**src/rtl/sram_arbiter_if.sv**
```systemverilog
// Bus bundle between the two requesters, the arbiter and the SRAM controller.
// The slave modport is the arbiter's view; the master modport is the environment's.
interface sram_arbiter_if;
    logic        p0_read_en;
    logic        p0_write_en;
    logic [31:0] p0_address;
    logic [31:0] p0_write_data;
    logic        p0_done;
    logic [31:0] p0_read_data;
    logic        p0_busy;

    logic        p1_read_en;
    logic        p1_write_en;
    logic [31:0] p1_address;
    logic [31:0] p1_write_data;
    logic        p1_done;
    logic [31:0] p1_read_data;
    logic        p1_busy;

    logic        sram_read_en;
    logic        sram_write_en;
    logic [31:0] sram_address;
    logic [31:0] sram_write_data;
    logic        sram_ready;
    logic [31:0] sram_read_data;

    modport slave (
        input  p0_read_en, p0_write_en, p0_address, p0_write_data,
        input  p1_read_en, p1_write_en, p1_address, p1_write_data,
        input  sram_ready, sram_read_data,
        output p0_done, p0_read_data, p0_busy,
        output p1_done, p1_read_data, p1_busy,
        output sram_read_en, sram_write_en, sram_address, sram_write_data
    );

    modport master (
        output p0_read_en, p0_write_en, p0_address, p0_write_data,
        output p1_read_en, p1_write_en, p1_address, p1_write_data,
        output sram_ready, sram_read_data,
        input  p0_done, p0_read_data, p0_busy,
        input  p1_done, p1_read_data, p1_busy,
        input  sram_read_en, sram_write_en, sram_address, sram_write_data
    );
endinterface

```
**src/rtl/sram_arbiter.sv**
```systemverilog
// Two-port arbiter in front of a single SRAM controller: latches one request,
// runs it through START/WAIT, then pulses done and returns read data to the winner.
module sram_arbiter #(
    parameter bit FIXED_PRIORITY = 1'b0
) (
    input  logic           clk,
    input  logic           rst,
    sram_arbiter_if.slave  bus
);
    localparam int unsigned DW = 32;
    localparam int unsigned AW = 32;

    typedef enum logic [1:0] {IDLE, START, WAIT, DONE} state_e;

    state_e                 state_q, state_d;
    logic                   grant_q, grant_d;
    logic                   last_grant_q, last_grant_d;
    logic                   op_read_q, op_read_d;
    logic [AW-1:0]          addr_q, addr_d;
    logic [DW-1:0]          wdata_q, wdata_d;
    logic                   rd_en_q, rd_en_d;
    logic                   wr_en_q, wr_en_d;
    logic [1:0]             done_q, done_d;
    logic [1:0][DW-1:0]     rdata_q, rdata_d;

    logic                   req0_c, req1_c, win_c, win_read_c;

    // Arbitration: a lone requester wins; a tie goes by priority mode.
    always_comb begin
        req0_c = bus.p0_read_en | bus.p0_write_en;
        req1_c = bus.p1_read_en | bus.p1_write_en;
        win_c  = 1'b0;
        if (req0_c && req1_c) begin
            win_c = FIXED_PRIORITY ? 1'b0 : ~last_grant_q;
        end else if (req1_c) begin
            win_c = 1'b1;
        end
        win_read_c = win_c ? bus.p1_read_en : bus.p0_read_en;
    end

    always_comb begin
        state_d      = state_q;
        grant_d      = grant_q;
        last_grant_d = last_grant_q;
        op_read_d    = op_read_q;
        addr_d       = addr_q;
        wdata_d      = wdata_q;
        rd_en_d      = rd_en_q;
        wr_en_d      = wr_en_q;
        rdata_d      = rdata_q;
        done_d       = 2'b00;

        unique case (state_q)
            IDLE: begin
                if (req0_c || req1_c) begin
                    grant_d      = win_c;
                    last_grant_d = win_c;
                    op_read_d    = win_read_c;
                    addr_d       = win_c ? bus.p1_address    : bus.p0_address;
                    wdata_d      = win_c ? bus.p1_write_data : bus.p0_write_data;
                    rd_en_d      = win_read_c;
                    wr_en_d      = ~win_read_c;
                    state_d      = START;
                end
            end
            START: state_d = WAIT;
            WAIT: begin
                if (bus.sram_ready) begin
                    rd_en_d = 1'b0;
                    wr_en_d = 1'b0;
                    if (op_read_q) begin
                        rdata_d[grant_q] = bus.sram_read_data;
                    end
                    done_d[grant_q] = 1'b1;
                    state_d         = DONE;
                end
            end
            DONE: state_d = IDLE;
            default: state_d = IDLE;
        endcase
    end

    always_ff @(posedge clk) begin
        if (rst) begin
            state_q      <= IDLE;
            grant_q      <= 1'b0;
            last_grant_q <= 1'b1;
            op_read_q    <= 1'b0;
            addr_q       <= '0;
            wdata_q      <= '0;
            rd_en_q      <= 1'b0;
            wr_en_q      <= 1'b0;
            done_q       <= '0;
            rdata_q      <= '0;
        end else begin
            state_q      <= state_d;
            grant_q      <= grant_d;
            last_grant_q <= last_grant_d;
            op_read_q    <= op_read_d;
            addr_q       <= addr_d;
            wdata_q      <= wdata_d;
            rd_en_q      <= rd_en_d;
            wr_en_q      <= wr_en_d;
            done_q       <= done_d;
            rdata_q      <= rdata_d;
        end
    end

    assign bus.sram_read_en    = rd_en_q;
    assign bus.sram_write_en   = wr_en_q;
    assign bus.sram_address    = addr_q;
    assign bus.sram_write_data = wdata_q;
    assign bus.p0_done         = done_q[0];
    assign bus.p1_done         = done_q[1];
    assign bus.p0_read_data    = rdata_q[0];
    assign bus.p1_read_data    = rdata_q[1];
    // Stall drops in the done cycle so the pipeline advances exactly once.
    assign bus.p0_busy         = (bus.p0_read_en | bus.p0_write_en) & ~done_q[0];
    assign bus.p1_busy         = (bus.p1_read_en | bus.p1_write_en) & ~done_q[1];
endmodule

```
**src/flat_wrapper.sv**
```systemverilog
// flat-port wrapper written by rule: the top's interface ports become plain ports
module sram_arbiter_flat 
#(
    parameter bit FIXED_PRIORITY = 1'b0
)
  (clk, rst, bus_p0_read_en, bus_p0_write_en, bus_p0_address, bus_p0_write_data, bus_p1_read_en, bus_p1_write_en, bus_p1_address, bus_p1_write_data, bus_sram_ready, bus_sram_read_data, bus_p0_done, bus_p0_read_data, bus_p0_busy, bus_p1_done, bus_p1_read_data, bus_p1_busy, bus_sram_read_en, bus_sram_write_en, bus_sram_address, bus_sram_write_data);
  sram_arbiter_if bus_i ();
  input  logic clk;
  input  logic rst;
  input wire logic [$bits(bus_i.p0_read_en)-1:0] bus_p0_read_en;
  input wire logic [$bits(bus_i.p0_write_en)-1:0] bus_p0_write_en;
  input wire logic [$bits(bus_i.p0_address)-1:0] bus_p0_address;
  input wire logic [$bits(bus_i.p0_write_data)-1:0] bus_p0_write_data;
  input wire logic [$bits(bus_i.p1_read_en)-1:0] bus_p1_read_en;
  input wire logic [$bits(bus_i.p1_write_en)-1:0] bus_p1_write_en;
  input wire logic [$bits(bus_i.p1_address)-1:0] bus_p1_address;
  input wire logic [$bits(bus_i.p1_write_data)-1:0] bus_p1_write_data;
  input wire logic [$bits(bus_i.sram_ready)-1:0] bus_sram_ready;
  input wire logic [$bits(bus_i.sram_read_data)-1:0] bus_sram_read_data;
  output wire logic [$bits(bus_i.p0_done)-1:0] bus_p0_done;
  output wire logic [$bits(bus_i.p0_read_data)-1:0] bus_p0_read_data;
  output wire logic [$bits(bus_i.p0_busy)-1:0] bus_p0_busy;
  output wire logic [$bits(bus_i.p1_done)-1:0] bus_p1_done;
  output wire logic [$bits(bus_i.p1_read_data)-1:0] bus_p1_read_data;
  output wire logic [$bits(bus_i.p1_busy)-1:0] bus_p1_busy;
  output wire logic [$bits(bus_i.sram_read_en)-1:0] bus_sram_read_en;
  output wire logic [$bits(bus_i.sram_write_en)-1:0] bus_sram_write_en;
  output wire logic [$bits(bus_i.sram_address)-1:0] bus_sram_address;
  output wire logic [$bits(bus_i.sram_write_data)-1:0] bus_sram_write_data;
  assign bus_i.p0_read_en = bus_p0_read_en;
  assign bus_i.p0_write_en = bus_p0_write_en;
  assign bus_i.p0_address = bus_p0_address;
  assign bus_i.p0_write_data = bus_p0_write_data;
  assign bus_i.p1_read_en = bus_p1_read_en;
  assign bus_i.p1_write_en = bus_p1_write_en;
  assign bus_i.p1_address = bus_p1_address;
  assign bus_i.p1_write_data = bus_p1_write_data;
  assign bus_i.sram_ready = bus_sram_ready;
  assign bus_i.sram_read_data = bus_sram_read_data;
  assign bus_p0_done = bus_i.p0_done;
  assign bus_p0_read_data = bus_i.p0_read_data;
  assign bus_p0_busy = bus_i.p0_busy;
  assign bus_p1_done = bus_i.p1_done;
  assign bus_p1_read_data = bus_i.p1_read_data;
  assign bus_p1_busy = bus_i.p1_busy;
  assign bus_sram_read_en = bus_i.sram_read_en;
  assign bus_sram_write_en = bus_i.sram_write_en;
  assign bus_sram_address = bus_i.sram_address;
  assign bus_sram_write_data = bus_i.sram_write_data;
  sram_arbiter #(.FIXED_PRIORITY(FIXED_PRIORITY)) u_core (.clk(clk), .rst(rst), .bus(bus_i));
endmodule
```
**config.mk**
```make
export PLATFORM = sky130hd
export DESIGN_NAME = sram_arbiter_flat
export DESIGN_NICKNAME = d
export VERILOG_FILES = /design/src/rtl/sram_arbiter_if.sv /design/src/rtl/sram_arbiter.sv /design/src/flat_wrapper.sv
export SDC_FILE = /design/constraint.sdc
export NUM_CORES = 1
export LEC_CHECK = 0
export CAP_MARGIN = 20
export CORE_MARGIN = 3
export CORE_UTILIZATION = 39
export DETAILED_ROUTE_END_ITERATION = 10
export PLACE_DENSITY = 0.81
export SETUP_SLACK_MARGIN = 0.4
export SLEW_MARGIN = 10
export SYNTH_ARGS = -nofsm -noshare
export SYNTH_HDL_FRONTEND = slang
export SYNTH_SLANG_ARGS = --single-unit
export TNS_END_PERCENT = 10
```
**constraint.sdc**
```tcl
create_clock -name clk -period 1.8 [get_ports clk]
set_input_delay 0.36 -clock clk [delete_from_list [all_inputs] [get_ports clk]]
set_output_delay 0.36 -clock clk [all_outputs]
set_load 0.005 [all_outputs]
```
==> reports/metrics.csv, run 1 <==
stage,metric,value,unit
cells_and_area,fin nets,1153,
cells_and_area,Area Overhead vs Synth,77.1,%
synth,ys async rst share,0,%
synth,main area contributors after synthesis,"dfxtp_1, a21oi_1, o21ai_0",
cts,root buf cell,clkbuf_16,
cts,CTS tree,done,
place,Port Buf Inserts,300,
cts,htree depth,4,
grt,largest net degree at the start of global routing,70,
setup_path,CP max-delay cell,clkdlybuf4s50_1,
setup_path,FF-to-FF path depth,6,
synth,register area share after synthesis,49.8,%
synth,"EDFF count, synth",0,
place,DP HPWL,13900,um
status,outcome,finished clean,
synth,number of synthesized register bits,137,
grt,grt total ovfl,0,
setup_path,Worst EP required,1.44,ns
timing,"Slew Viols, Final",0,
detailed_routing,Routed WL per cell,18.6,um
detailed_routing,final wirelength,21900,um
synth,Synth cell types,34,
die,core area,13500,um^2
grt,global-route wire length before repair,33300,um
detailed_routing,number of routed nets with antenna violations,0,
synth,Yosys top cell by area,dfxtp_1,
synth,post-synthesis net count,872,
timing,fin crit share,90.9,%
cts,CTS buffer count,17,
setup_path,worst r2r dst,u_core.bus.p0_read_data[2]$_SDFFE_PP0P_,
setup_path,critical path's top delay family,buffers and inverters,
grt,Total GRT Usage,26.3,%
timing,Worst Max-Slew Pin Slew,0.471,ns
detailed_routing,routed vias,6526,
pwr,total power draw,13600,uW
timing,"Hold Vio Cnt, Final",0,
cts,clk sinks,137,
detailed_routing,DRT iter0 DRCs,564,
grt,initial antenna violation count,2,
min_path,worst hold path type,in -> reg,
die,DIE AREA,15600,um^2
setup_path,r2r setup slk,0.28,ns
setup_path,Crit. End Element,output port,
cts,clock-pin slew on the worst setup and hold paths,0.06,ns
die,row count,42,
min_path,WHS Path Cells,2,
synth,Mapped Area,5510,um^2
min_path,Hold Crit Endpoint,u_core.grant_q$_SDFFE_PP0P_,
timing,Final setup viols,0,
detailed_routing,DRC viols,0,
synth,Main synth FF type,dfxtp_1,
cts,Worst-Skew Late Latency,0.41,ns
setup_path,Crit path arrival time,1.28,ns
synth,average size of a mapped cell,7.83,um^2
synth,Yosys top cell area share,49.8,%
pwr,VDD IR-drop max,0.973,mV
pwr,P_leak,0.00387,uW
cells_and_area,share of cells above drive strength 1,9.23,%
synth,Syn Inst Count,703,
setup_path,crit-path max FO,2,
cells_and_area,multi-input logic area,2510,um^2
setup_path,"slowest stage delay, CP",0.53,ns
job,max_cap viols,0,
cells_and_area,Fillers,997,
timing,Max Clock Freq,611,MHz
die,die width,125,um
cells_and_area,FF+latch area,2750,um^2
die,die height,125,um
die,# IOs,301,
grt,vias in the first global route,6256,
detailed_routing,Vias/cell,5.55,
setup_path,worst-path cell chain,clkdlybuf4s50_1,
setup_path,Critical Setup Path Class,reg -> out,
timing,fin crit period,1.64,ns
detailed_routing,DR pass1 iterations,5,
synth,Synth Warn #,0,
die,initial core utilization,40.8,%
place,Placer Congestion,0.817,
timing,Slew headroom,68.6,%
timing,RSZ-0062 raised after global routing,true,
cts,Max Buffers Root-to-Sink,2,
timing,worst clock skew,0.00922,ns
cells_and_area,Finished Core Util,72.2,%
setup_path,startpoint types,register,
min_path,hold path startpoint,rst,
pwr,Cell Pwr Density,1400,nW/um^2
setup_path,buffers plus inverters on the worst setup path,1,
setup_path,Reg-to-Reg Start,u_core.state_q[0]$_SDFFE_PP0P_,
==> registers in the layout, indices dropped and copies added, names as in the netlist <==
| name | count |
|---|---|
| u_core.grant_q | 1 |
| u_core.done_q | 2 |
| u_core.bus.sram_address | 32 |
| u_core.state_q | 2 |
| u_core.bus.p1_read_data | 32 |
| u_core.op_read_q | 1 |
| u_core.last_grant_q | 1 |
| u_core.bus.p0_read_data | 32 |
| u_core.bus.sram_write_en | 1 |
| u_core.bus.sram_read_en | 1 |
| u_core.bus.sram_write_data | 32 |
==> where the power goes <==
part,internal [uW],leakage (uW),switching [uW],total [uW]
Clock,2350,0.000303,1390,3740
Sequential,3770,0.00112,404,4170
Combinational,3050,0.00245,2670,5720
==> final cells by class <==
type / count / share of cell area, %
clock inverters: 15 / 2.17
flip-flops and latches: 137 / 28.2
multi-input cells: 490 / 25.7
well taps: 176 / 2.26
inverters: 4 / 0.154
repair buffers: 334 / 37.0
diodes: 2 / 0.0513
clock buffers: 17 / 4.36
==> cell usage after synthesis, drive strengths merged (2+ instances only) <==
library cell    n
nor3            2
a31oi          64
a32oi           2
inv             4
ha              2
o21a            2
o21ai         129
o2bb2ai         2
dfxtp         137
nand2         133
nor2            8
buf            21
a21oi         129
clkbuf         51
==> stage by stage <==
step	setup slack (ns)	instance area, um^2	TNS (ns)	std cells	hold WS [ns]
2_1_floorplan	0.345	5520	0	703	0.441
3_3_place_gp	-0.249	8800	-15.36	1131	0.441
3_5_place_dp	-0.302	8800	-18.45	1131	0.446
4_1_cts	0.144	9580	0	1169	0.245
5_1_grt	0.122	9750	0	1174	0.266
6_report	0.163	9750	0	1175	0.263
==> layout by cell type, fill, tap and decap left out, types with 2 or more instances in the layout <==
master,instances
buf_6,4
nor3_1,2
clkdlybuf4s15_1,10
dfxtp_2,8
inv_6,5
clkbuf_16,19
dfxtp_1,129
nand2_1,133
buf_2,2
clkinvlp_4,3
a31oi_1,63
o21ai_0,110
nor2_1,6
diode_2,2
dlymetal6s2s_1,24
inv_2,3
dlygate4sd2_1,15
a32oi_1,2
clkdlybuf4s15_2,2
clkdlybuf4s50_1,247
bufbuf_16,3
o2bb2ai_1,2
bufinv_16,4
buf_12,14
buf_4,10
o21ai_1,18
a21oi_1,129
==> metal layers <==
layer  routed length [um]  GRT usage, %
met5                   13             0
met4                  629          9.50
met3                 2180          9.86
met2                10800          45.6
met1                 8290          29.4
==> worst max-delay path by stage <==
stage | from | endpoint | slack (ns) | cells after the start
after global placement | bus_p1_write_en | bus_p1_busy | -0.25 | 4
after floorplan | bus_p0_read_en | u_core.bus.sram_write_data[10]$_SDFFE_PP0P_ | 0.34 | 6
after detailed placement | bus_p1_write_en | u_core.bus.sram_address[18]$_SDFFE_PP0P_ | -0.30 | 5
after CTS | u_core.bus.sram_address[19]$_SDFFE_PP0P_ | bus_sram_address[19] | 0.14 | 1
after global routing | u_core.bus.p0_read_data[13]$_SDFFE_PP0P_ | bus_p0_read_data[13] | 0.12 | 1
final | u_core.bus.sram_address[19]$_SDFFE_PP0P_ | bus_sram_address[19] | 0.16 | 1
==> what timing repair did <==
item / CTS / global route
setup buffers: 2 / 2
setup endpoints to repair: 269 / 263
cloned: 4 / 2
gates resized for setup: 53 / 42
pin swaps: 3 / 4
hold buffers: 0 / 0
==> cells by family after synthesis <==
logic type	synth area share [%]
mux	0.182
fa+ha+maj	0.454
flops	49.8
buf+inv	5.59
simple gates	11.1
compound gates	32.9
No activity file was read; power rests on OpenSTA's default activity.
==> inputs of run 2 (changes only) <==
--- a/config.mk
+++ b/config.mk
@@ -10,6 +10,7 @@
 export CORE_UTILIZATION = 39
 export DETAILED_ROUTE_END_ITERATION = 10
 export PLACE_DENSITY = 0.81
+export REMOVE_ABC_BUFFERS = 1
 export SETUP_SLACK_MARGIN = 0.4
 export SLEW_MARGIN = 10
 export SYNTH_ARGS = -nofsm -noshare
==> run 2 against run 1 <==
Compared with the run above: core utilization is 1.3 points lower; critical path depth stayed put; highest routed layer is now met4; critical endpoint is now bus_p1_read_data[6]; die area stayed put; clock-buffer cell count is 1 higher; worst hold slack better by 0.086 ns; first-iteration DRC count is 7.1% higher; sequential power hardly changed; final cell count is 0.26% lower; routed wire length is 1.6% lower; sequential share of layout area is 0.50 points higher.
==> reports/metrics.csv, run 2 (synthesis results as in run 1) <==
stage,metric,value,unit
cts,CTS tree,done,
cts,root buf cell,clkbuf_16,
setup_path,critical path's top delay family,buffers and inverters,
place,Placer Congestion,0.843,
min_path,Hold Crit Endpoint,u_core.last_grant_q$_SDFFE_PP1P_,
pwr,total power draw,12800,uW
min_path,WHS Path Cells,3,
pwr,Clk pwr share,26.6,%
place,Port Buf Inserts,300,
cts,hold buffers post-CTS,0,
detailed_routing,Routed WL per cell,18.4,um
grt,initial antenna violation count,0,
timing,"Slew Viols, Final",0,
setup_path,FF-to-FF path depth,6,
cells_and_area,Area Overhead vs Synth,74.0,%
cells_and_area,ant diodes,0,
cts,htree depth,4,
cells_and_area,"commonest non-fill, non-tap cell in the layout",clkdlybuf4s50_1,
min_path,hold path startpoint,rst,
setup_path,Reg-to-Reg Start,u_core.state_q[0]$_SDFFE_PP0P_,
grt,largest net degree at the start of global routing,73,
cts,CTS buffer count,17,
cells_and_area,share of cells above drive strength 1,9.04,%
detailed_routing,DRC viols,0,
timing,worst clock skew,0.00622,ns
detailed_routing,DRT iter0 DRCs,604,
grt,global-route wire length before repair,32600,um
setup_path,Worst EP required,1.44,ns
pwr,sequential power share,32.5,%
setup_path,crit-path max FO,2,
pwr,P_leak,0.00368,uW
timing,fin crit period,1.65,ns
setup_path,CP max-delay cell,clkdlybuf4s50_1,
pwr,Combinational Power Share,40.8,%
grt,Total GRT Usage,25.9,%
timing,Max Clock Freq,607,MHz
detailed_routing,number of routed nets with antenna violations,0,
detailed_routing,Vias/cell,5.52,
cells_and_area,most frequent cells in the layout,"clkdlybuf4s50_1, nand2_1, a21oi_1, dfxtp_1, o21ai_0",
die,core area,13500,um^2
timing,fin crit share,91.5,%
cells_and_area,fin nets,1152,
detailed_routing,final wirelength,21600,um
timing,"Hold Vio Cnt, Final",0,
setup_path,buffers plus inverters on the worst setup path,1,
grt,grt total ovfl,0,
setup_path,startpoint types,register,
cts,Max Buffers Root-to-Sink,2,
die,row count,42,
timing,Worst Max-Slew Pin Slew,0.351,ns
die,die width,125,um
die,initial core utilization,40.8,%
place,DP HPWL,14700,um
setup_path,Crit. End Element,output port,
timing,Slew headroom,76.6,%
job,max_cap viols,0,
setup_path,Crit path arrival time,1.29,ns
min_path,worst hold path type,in -> reg,
cts,Worst-Skew Late Latency,0.42,ns
pwr,Sw Pwr,4360,uW
timing,RSZ-0062 raised after global routing,true,
pwr,Cell Pwr Density,1340,nW/um^2
pwr,sw frac,34.1,%
setup_path,Critical Setup Path Class,reg -> out,
pwr,VDD IR-drop max,0.941,mV
die,die height,125,um
cts,clk sinks,137,
cts,clock-pin slew on the worst setup and hold paths,0.06,ns
grt,vias in the first global route,6258,
die,# IOs,301,
setup_path,worst r2r dst,u_core.bus.p1_read_data[6]$_SDFFE_PP0P_,
cells_and_area,Fillers,1063,
setup_path,r2r setup slk,0.37,ns
status,outcome,finished clean,
timing,Final setup viols,0,
setup_path,"slowest stage delay, CP",0.51,ns
detailed_routing,routed vias,6472,
detailed_routing,DR pass1 iterations,5,
setup_path,worst-path cell chain,clkdlybuf4s50_1,
place,Area after DPL,8890,um^2
pwr,Int Pwr,8440,uW
cells_and_area,final instance area,9580,um^2
die,DIE AREA,15600,um^2
run 2: cell type report:
class / count / area (um^2) / area share, %
flip-flops and latches: 137 / 2750 / 28.7
clock inverters: 14 / 135 / 1.41
clock buffers: 18 / 439 / 4.58
multi-input cells: 490 / 2530 / 26.4
repair buffers: 333 / 3500 / 36.5
well taps: 176 / 220 / 2.30
inverters: 4 / 15.0 / 0.157
run 2: worst max path at each step:
| stage | start | endpoint | slack [ns] | cells after the start |
|---|---|---|---|---|
| after global placement | bus_p0_write_en | u_core.bus.sram_address[14]$_SDFFE_PP0P_ | -0.20 | 5 |
| after CTS | u_core.bus.p1_read_data[6]$_SDFFE_PP0P_ | bus_p1_read_data[6] | 0.13 | 1 |
| after floorplan | bus_p0_write_en | u_core.grant_q$_SDFFE_PP0P_ | -1.20 | 3 |
| after detailed placement | bus_p0_write_en | u_core.bus.sram_address[30]$_SDFFE_PP0P_ | -0.24 | 5 |
| after global routing | u_core.bus.p0_read_data[15]$_SDFFE_PP0P_ | bus_p0_read_data[15] | 0.12 | 1 |
| final | u_core.bus.p1_read_data[6]$_SDFFE_PP0P_ | bus_p1_read_data[6] | 0.15 | 1 |
run 2: routing by layer:
metal | track usage (%) | wire length, um | vias to the layer above
met3 | 8.96 | 2020 | 40
li1 | - | - | 3061
met5 | 0 | 0 | -
met1 | 28.4 | 8190 | 3035
met2 | 46.3 | 10900 | 336
met4 | 9.06 | 472 | 0
run 2: metrics by stage:
| stage | setup slack (ns) | hold WS, ns | TNS (ns) | std cells | util [%] |
|---|---|---|---|---|---|
| floorplan | -1.20 | 0.429 | -81.31 | 631 | - |
| global route | 0.117 | 0.378 | 0 | 1172 | 71.0 |
| global placement | -0.205 | 0.441 | -12.30 | 1138 | 65.8 |
| CTS | 0.130 | 0.333 | 0 | 1170 | 70.0 |
| finish | 0.154 | 0.350 | 0 | 1172 | 71.0 |
| detailed placement | -0.236 | 0.445 | -14.52 | 1138 | 65.8 |
run 2: power groups by stage:
stage	clock network [uW]	logic (uW)	registers, uW
after floorplan	0	1980	4200
after global placement	0	4950	4190
after detailed placement	0	5020	4190
after CTS	3450	4950	4150
after global routing	3580	5620	4240
final	3410	5230	4170
run 2: repair_timing:
item,CTS,global route
setup buffers,0,1
endpoints found under the setup margin,269,260
gates cloned,0,1
resized for setup,55,38
pin swaps,0,4
run 2: worst min-delay path, cell delays in order:
cell and delay, ns:
buf_2 0.12, inv_2 0.16, nand2_1 0.09
==> inputs of run 3 (changes only) <==
--- a/config.mk
+++ b/config.mk
@@ -8,6 +8,7 @@
 export CAP_MARGIN = 20
 export CORE_MARGIN = 3
 export CORE_UTILIZATION = 39
+export CTS_CLUSTER_DIAMETER = 80
 export DETAILED_ROUTE_END_ITERATION = 10
 export PLACE_DENSITY = 0.81
 export REMOVE_ABC_BUFFERS = 1
==> results of run 3 <==
Same layout as run 2: the final DEF is identical, and so are final timing and power.
==> RTL change 1: new RTL, config.mk and constraints of run 3 <==
Encoding of `state_e`: now one-hot (4 bits for 4 states).
--- a/src/rtl/sram_arbiter.sv
+++ b/src/rtl/sram_arbiter.sv
@@ -10,7 +10,7 @@
     localparam int unsigned DW = 32;
     localparam int unsigned AW = 32;
 
-    typedef enum logic [1:0] {IDLE, START, WAIT, DONE} state_e;
+    typedef enum logic [3:0] {IDLE = 4'b0001, START = 4'b0010, WAIT = 4'b0100, DONE = 4'b1000} state_e;
 
     state_e                 state_q, state_d;
     logic                   grant_q, grant_d;
Function: same outputs for any inputs over 10 cycles, from zero or initial values and one cycle with rst high; not proved beyond that.
==> RTL change 1 against run 3 <==
  * Fmax fell by 2.7%
  * Via count rose by 18%
  * Sequential cell count rose by 2
  * Setup slack got worse by 0.046 ns
  * Clock skew rose by 0.0045 ns
  * First-iteration DRC count fell by 9.1%
  * Sequential power fell by 13%
  * Critical path depth did not move
  * Power fell by 12%
  * Synthesized area rose by 11%
  * Final cell count rose by 8.3%
  * Cell area rose by 19%
  * Routed wire length rose by 33%
==> RTL change 1: results (changes against run 3) <==
* Synth top cells by count: dfxtp_1, nand3_1, a21oi_1, o21ai_0, clkbuf_1
* Pleak at 4.12 nW (+12%)
* Post-Synthesis Cells at 728 (+3.6%)
* Clock root cell: clkbuf_16
* CTS HTree Levels at 4 (unchanged)
* Worst slew pin tran at 0.419 ns (+0.0680 ns)
* Clock latency at the later pin of the worst-skew pair at ~0.43 ns
* Max FO, Critical Path at 2 (unchanged)
* WHS Path Cells at 2 (-1)
* Largest cells by area after synthesis: dfxtp_1, nand3_1, a21oi_1, o21ai_0, a311oi_2
* FILL cells at 1069 (+0.56%)
* Vias at 7609 (+18%)
* Worst r2r src: u_core.state_q[1]$_SDFFE_PP0P_
* Worst hold start: rst
* Clock slew at reported path FFs at 0.06 ns (about the same)
* Hold Path Sink: u_core.bus.sram_address[16]$_SDFFE_PP0P_
* Dpl cells at 1190 (+4.6%)
* RR Endpoint: u_core.bus.sram_address[21]$_SDFFE_PP0P_
* Register area share after synthesis at 0.453 (-0.0448)
* GP Congestion at 0.923 (+9.4%)
* Largest net degree at the start of global routing at 66 (-9.6%)
* Worst min path class: in2reg
* Critical path data arrival time at 1.33 ns (+0.04 ns)
* Non-Filler Instances at 1269 (+8.3%)
* Wire per inst at 22.6 um (+23%)
* DRT Pass-1 Iters at 5 (unchanged)
* Share of cells above drive strength 1 at 0.194 (+0.103)
* Clock tree buffer depth at 2 (unchanged)
* First-pass GRT wire length at 41800 um (+28%)
* Cell count of the worst reg-to-reg path at 7 (+1)
* Peak supply drop at 0.682 mV (-28%)
* Min Hold Slack at 0.287 ns (-0.0627 ns)
* Yosys warning total at 0 (unchanged)
* Critical Path Max Stage Delay at 0.53 ns (+0.02 ns)
* Antenna diodes at 0 (unchanged)
* Detailed Place HPWL at 16200 um (+10%)
* Initial DRC count at 549 (-9.1%)
* GR Util All Layers at 0.302 (+0.0432)
* PortBufs at 300 (unchanged)
* Dpl cell area at 9600 um^2 (+8.1%)
* Top-count cell post-synth: dfxtp_1
* Count of cell types in the netlist at 38 (+12%)
* Crit path max-delay family: buffers and inverters
* Status: finished, final reports clean
* Vias in the first global route at 7431 (+19%)
* R2r setup slk at 0.16 ns (-0.21 ns)
* Worst Skew at 0.0107 ns (+0.00451 ns)
[RTL change 1: changes by cell type in the layout (fill, tap and decap cells not counted), moves of 14 or more]
cell,change
a21oi_1,-14
a311oi_1,+32
a311oi_2,+32
a31oi_1,-63
buf_16,+17
clkdlybuf4s15_1,-17
nand2_1,-130
nand3_1,+127
o21ai_1,-14
[RTL change 1: report_power, final]
group / internal (W) / leakage [nW] / switching (W)
registers: 0.00341 / 1.14 / 0.000222
clock network: 0.00211 / 0.290 / 0.00150
logic: 0.00229 / 2.69 / 0.00179
total: 0.00781 / 4.12 / 0.00351
[RTL change 1: cells by family (layout without fill, tap and decap cells)]
kind of cell / Yosys count / count (layout) / share of synthesized area
compound gates: 333 / 333 / 0.344
buf+inv: 96 / 425 / 0.0648
flops: 139 / 139 / 0.453
simple gates: 160 / 161 / 0.138
[RTL change 1: routing by layer]
layer  vias up  part of all wire  global-route usage  wire [um]
met4         0             0.045               0.156       1290
met3        93              0.10              0.0900       2880
met2       511              0.50               0.529      14500
met5         -                 0                   0          0
li1       3402                 -                   -          -
met1      3603              0.35               0.330      10100
[RTL change 1: worst max-delay path by stage]
stage,from,end,slack (ns),cells past startpoint
5_1_grt,u_core.bus.p0_read_data[29]$_SDFFE_PP0P_,bus_p0_read_data[29],0.06,1
3_5_place_dp,bus_p0_write_en,u_core.bus.sram_write_data[27]$_SDFFE_PP0P_,-0.52,5
2_1_floorplan,bus_p0_write_en,u_core.bus.sram_address[0]$_SDFFE_PP0P_,-2.66,3
4_1_cts,u_core.bus.sram_address[7]$_SDFFE_PP0P_,bus_sram_address[7],0.13,1
3_3_place_gp,bus_p0_write_en,u_core.bus.sram_read_en$_SDFFE_PP0P_,-0.47,5
6_report,u_core.bus.p0_read_data[29]$_SDFFE_PP0P_,bus_p0_read_data[29],0.11,1
[RTL change 1: what timing repair did]
item	4_1_cts	5_1_grt
resized for setup	102	49
endpoints found under the setup margin	268	268
gates cloned	17	7
buffers inserted	19	4
pin swaps	25	15
hold buffers	0	0
[RTL change 1: metrics by stage]
stage | utilization | setup WS [ns] | power (W)
floorplan | - | -2.66 | 0.00478
global placement | 0.627 | -0.471 | 0.00644
detailed placement | 0.627 | -0.524 | 0.00648
CTS | 0.721 | 0.132 | 0.0110
global route | 0.743 | 0.0589 | 0.0117
finish | 0.743 | 0.108 | 0.0113
[RTL change 1: cell type report]
type | count | share of cell area
Tap cell | 211 | 0.0232
Sequential cell | 139 | 0.246
Timing Repair Buffer | 389 | 0.392
Inverter | 4 | 0.00132
Clock buffer | 18 | 0.0386
Clock inverter | 14 | 0.0142
Multi-Input combinational cell | 494 | 0.285
==> RTL change 2: new RTL, flow settings as in run 3 <==
Without the edit above. `FIXED_PRIORITY` is set to 1'b0 in 2 places; all go to 1'b1.
--- a/src/rtl/sram_arbiter.sv
+++ b/src/rtl/sram_arbiter.sv
@@ -1,7 +1,7 @@
 // Two-port arbiter in front of a single SRAM controller: latches one request,
 // runs it through START/WAIT, then pulses done and returns read data to the winner.
 module sram_arbiter #(
-    parameter bit FIXED_PRIORITY = 1'b0
+    parameter bit FIXED_PRIORITY = 1'b1
 ) (
     input  logic           clk,
     input  logic           rst,
--- a/src/flat_wrapper.sv
+++ b/src/flat_wrapper.sv
@@ -1,7 +1,7 @@
 // flat-port wrapper written by rule: the top's interface ports become plain ports
 module sram_arbiter_flat 
 #(
-    parameter bit FIXED_PRIORITY = 1'b0
+    parameter bit FIXED_PRIORITY = 1'b1
 )
   (clk, rst, bus_p0_read_en, bus_p0_write_en, bus_p0_address, bus_p0_write_data, bus_p1_read_en, bus_p1_write_en, bus_p1_address, bus_p1_write_data, bus_sram_ready, bus_sram_read_data, bus_p0_done, bus_p0_read_data, bus_p0_busy, bus_p1_done, bus_p1_read_data, bus_p1_busy, bus_sram_read_en, bus_sram_write_en, bus_sram_address, bus_sram_write_data);
   sram_arbiter_if bus_i ();
Formal check against the unedited RTL: not equivalent (a bounded check fails within 10 cycles, from zero or initial values and one cycle with rst high).
==> RTL change 2 against run 3 <==
  * Routed wire length grew 0.46%
  * Clock power is 17% higher
  * Largest cell class unchanged
  * Power down 0.69%
  * Count of clock-buffer cells in the layout rose by 5
  * Cell area grew 2.2%
  * Synthesized area increased by 1.4%
  * Critical endpoint is now bus_sram_address[27]
  * Setup slack got worse by 0.018 ns
  * Sequential cell count fell by 1
  * Synthesized cell count shrank 0.71%
==> RTL change 2: results (changes against run 3) <==
* RR Endpoint: u_core.bus.p1_read_data[14]$_SDFFE_PP0P_
* Worst Skew at 0.00645 ns (+0.000222 ns)
* Top achievable clock speed at 601 MHz (-1.1%)
* Post-layout nets at 1148 (-0.35%)
* GP Congestion at 0.863 (+2.3%)
* Vias at 6428 (-0.68%)
* GR Util All Layers at 0.237 (-0.0222)
* Combinational share of power at 0.370 (-0.038)
* Pleak at 3.61 nW (-1.9%)
* Layout Utilization at 0.703 (-0.00668)
* NonClk Buf Share at 0.361 (-0.00353)
* Logic inverters at 3 (-1)
* Vias in the first global route at 5849 (-6.5%)
* Count of cell types in the netlist at 29 (-15%)
* Hold Path Sink: u_core.bus.p0_read_data[31]$_SDFFE_PP0P_
* Peak supply drop at 0.815 mV (-13%)
* FILL cells at 1090 (+2.5%)
* PortBufs at 300 (unchanged)
* Via-to-Cell Ratio at 5.48 (-0.68%)
* Critical path endpoint: bus_sram_address[27]
* Bufs w/o clock at 334 (+0.30%)
* Die Wd at 126 um (+0.64%)
* Detailed Place HPWL at 13800 um (-6.3%)
* Routed WL at 21700 um (+0.46%)
* Pre-CTS worst setup slack at -0.276 ns (-0.0394 ns)
* Largest cells by area after synthesis: dfxtp_1, a311oi_1, nand2_1, a21oi_1, nand3_1
* Share of cells above drive strength 1 at 0.0968 (+0.00641)
* Multi-input logic area at 2610 um^2 (+3.3%)
* Sw frac at 0.305 (-0.0353)
* Initial DRC count at 368 (-39%)
* Seq_cells at 136 (-0.73%)
* Worst slew pin tran at 0.333 ns (-0.0180 ns)
* Min Hold Slack at 0.296 ns (-0.0540 ns)
* WHS Path Cells at 2 (-1)
* Critical Path Max Stage Delay at 0.54 ns (+0.03 ns)
* Dpl cell area at 8840 um^2 (-0.56%)
* #MultiIn Comb at 487 (-0.61%)
* CP Launch Point: u_core.bus.sram_address[27]$_SDFFE_PP0P_
* Clk power at 0.00399 W (+17%)
* First-pass GRT wire length at 30400 um (-6.8%)
* Clock buf/inv share at 0.0696 (+0.00969)
* Clk network pwr share at 0.314 (+0.048)
* Sequential cell area share at 0.279 (-0.00850)
* Largest net degree at the start of global routing at 101 (+38%)
* R2r setup slk at 0.31 ns (-0.06 ns)
* Register area share after synthesis at 0.488 (-0.0103)
* Status: finished, final reports clean
RTL change 2: changes by cell type after synthesis, moves of 3 or more:
cell / delta
a21oi_1: -64
a311oi_1: +64
a31oi_1: -64
nand3_1: +64
nor2_1: +64
o21ai_0: -47
o21ai_1: -17
buf_6: +7
buf_1: -6
nand2b_1: +6
buf_2: +5
nand2_1: -4
clkbuf_1: -3
RTL change 2: logic make-up after synthesis:
logic type,share of synthesized area
adders and majority gates,0.00448
AOI/OAI and AO/OA,0.225
DFF,0.488
muxes,0.00538
buffers and inverters,0.0643
and+or+nand+nor,0.213
RTL change 2: what timing repair did:
item,in CTS,in global routing
endpoints found under the setup margin,266,257
gates cloned,0,9
hold endpoints to repair,0,0
setup buffers,0,3
pin swaps,0,15
resized for setup,51,36
RTL change 2: routing by layer:
layer,global-route usage,wire length [um],vias to the layer above
met2,0.389,10700,352
met3,0.0861,2260,39
met1,0.283,8170,3001
met4,0.0925,552,0
met5,0,0,-
li1,-,-,3036
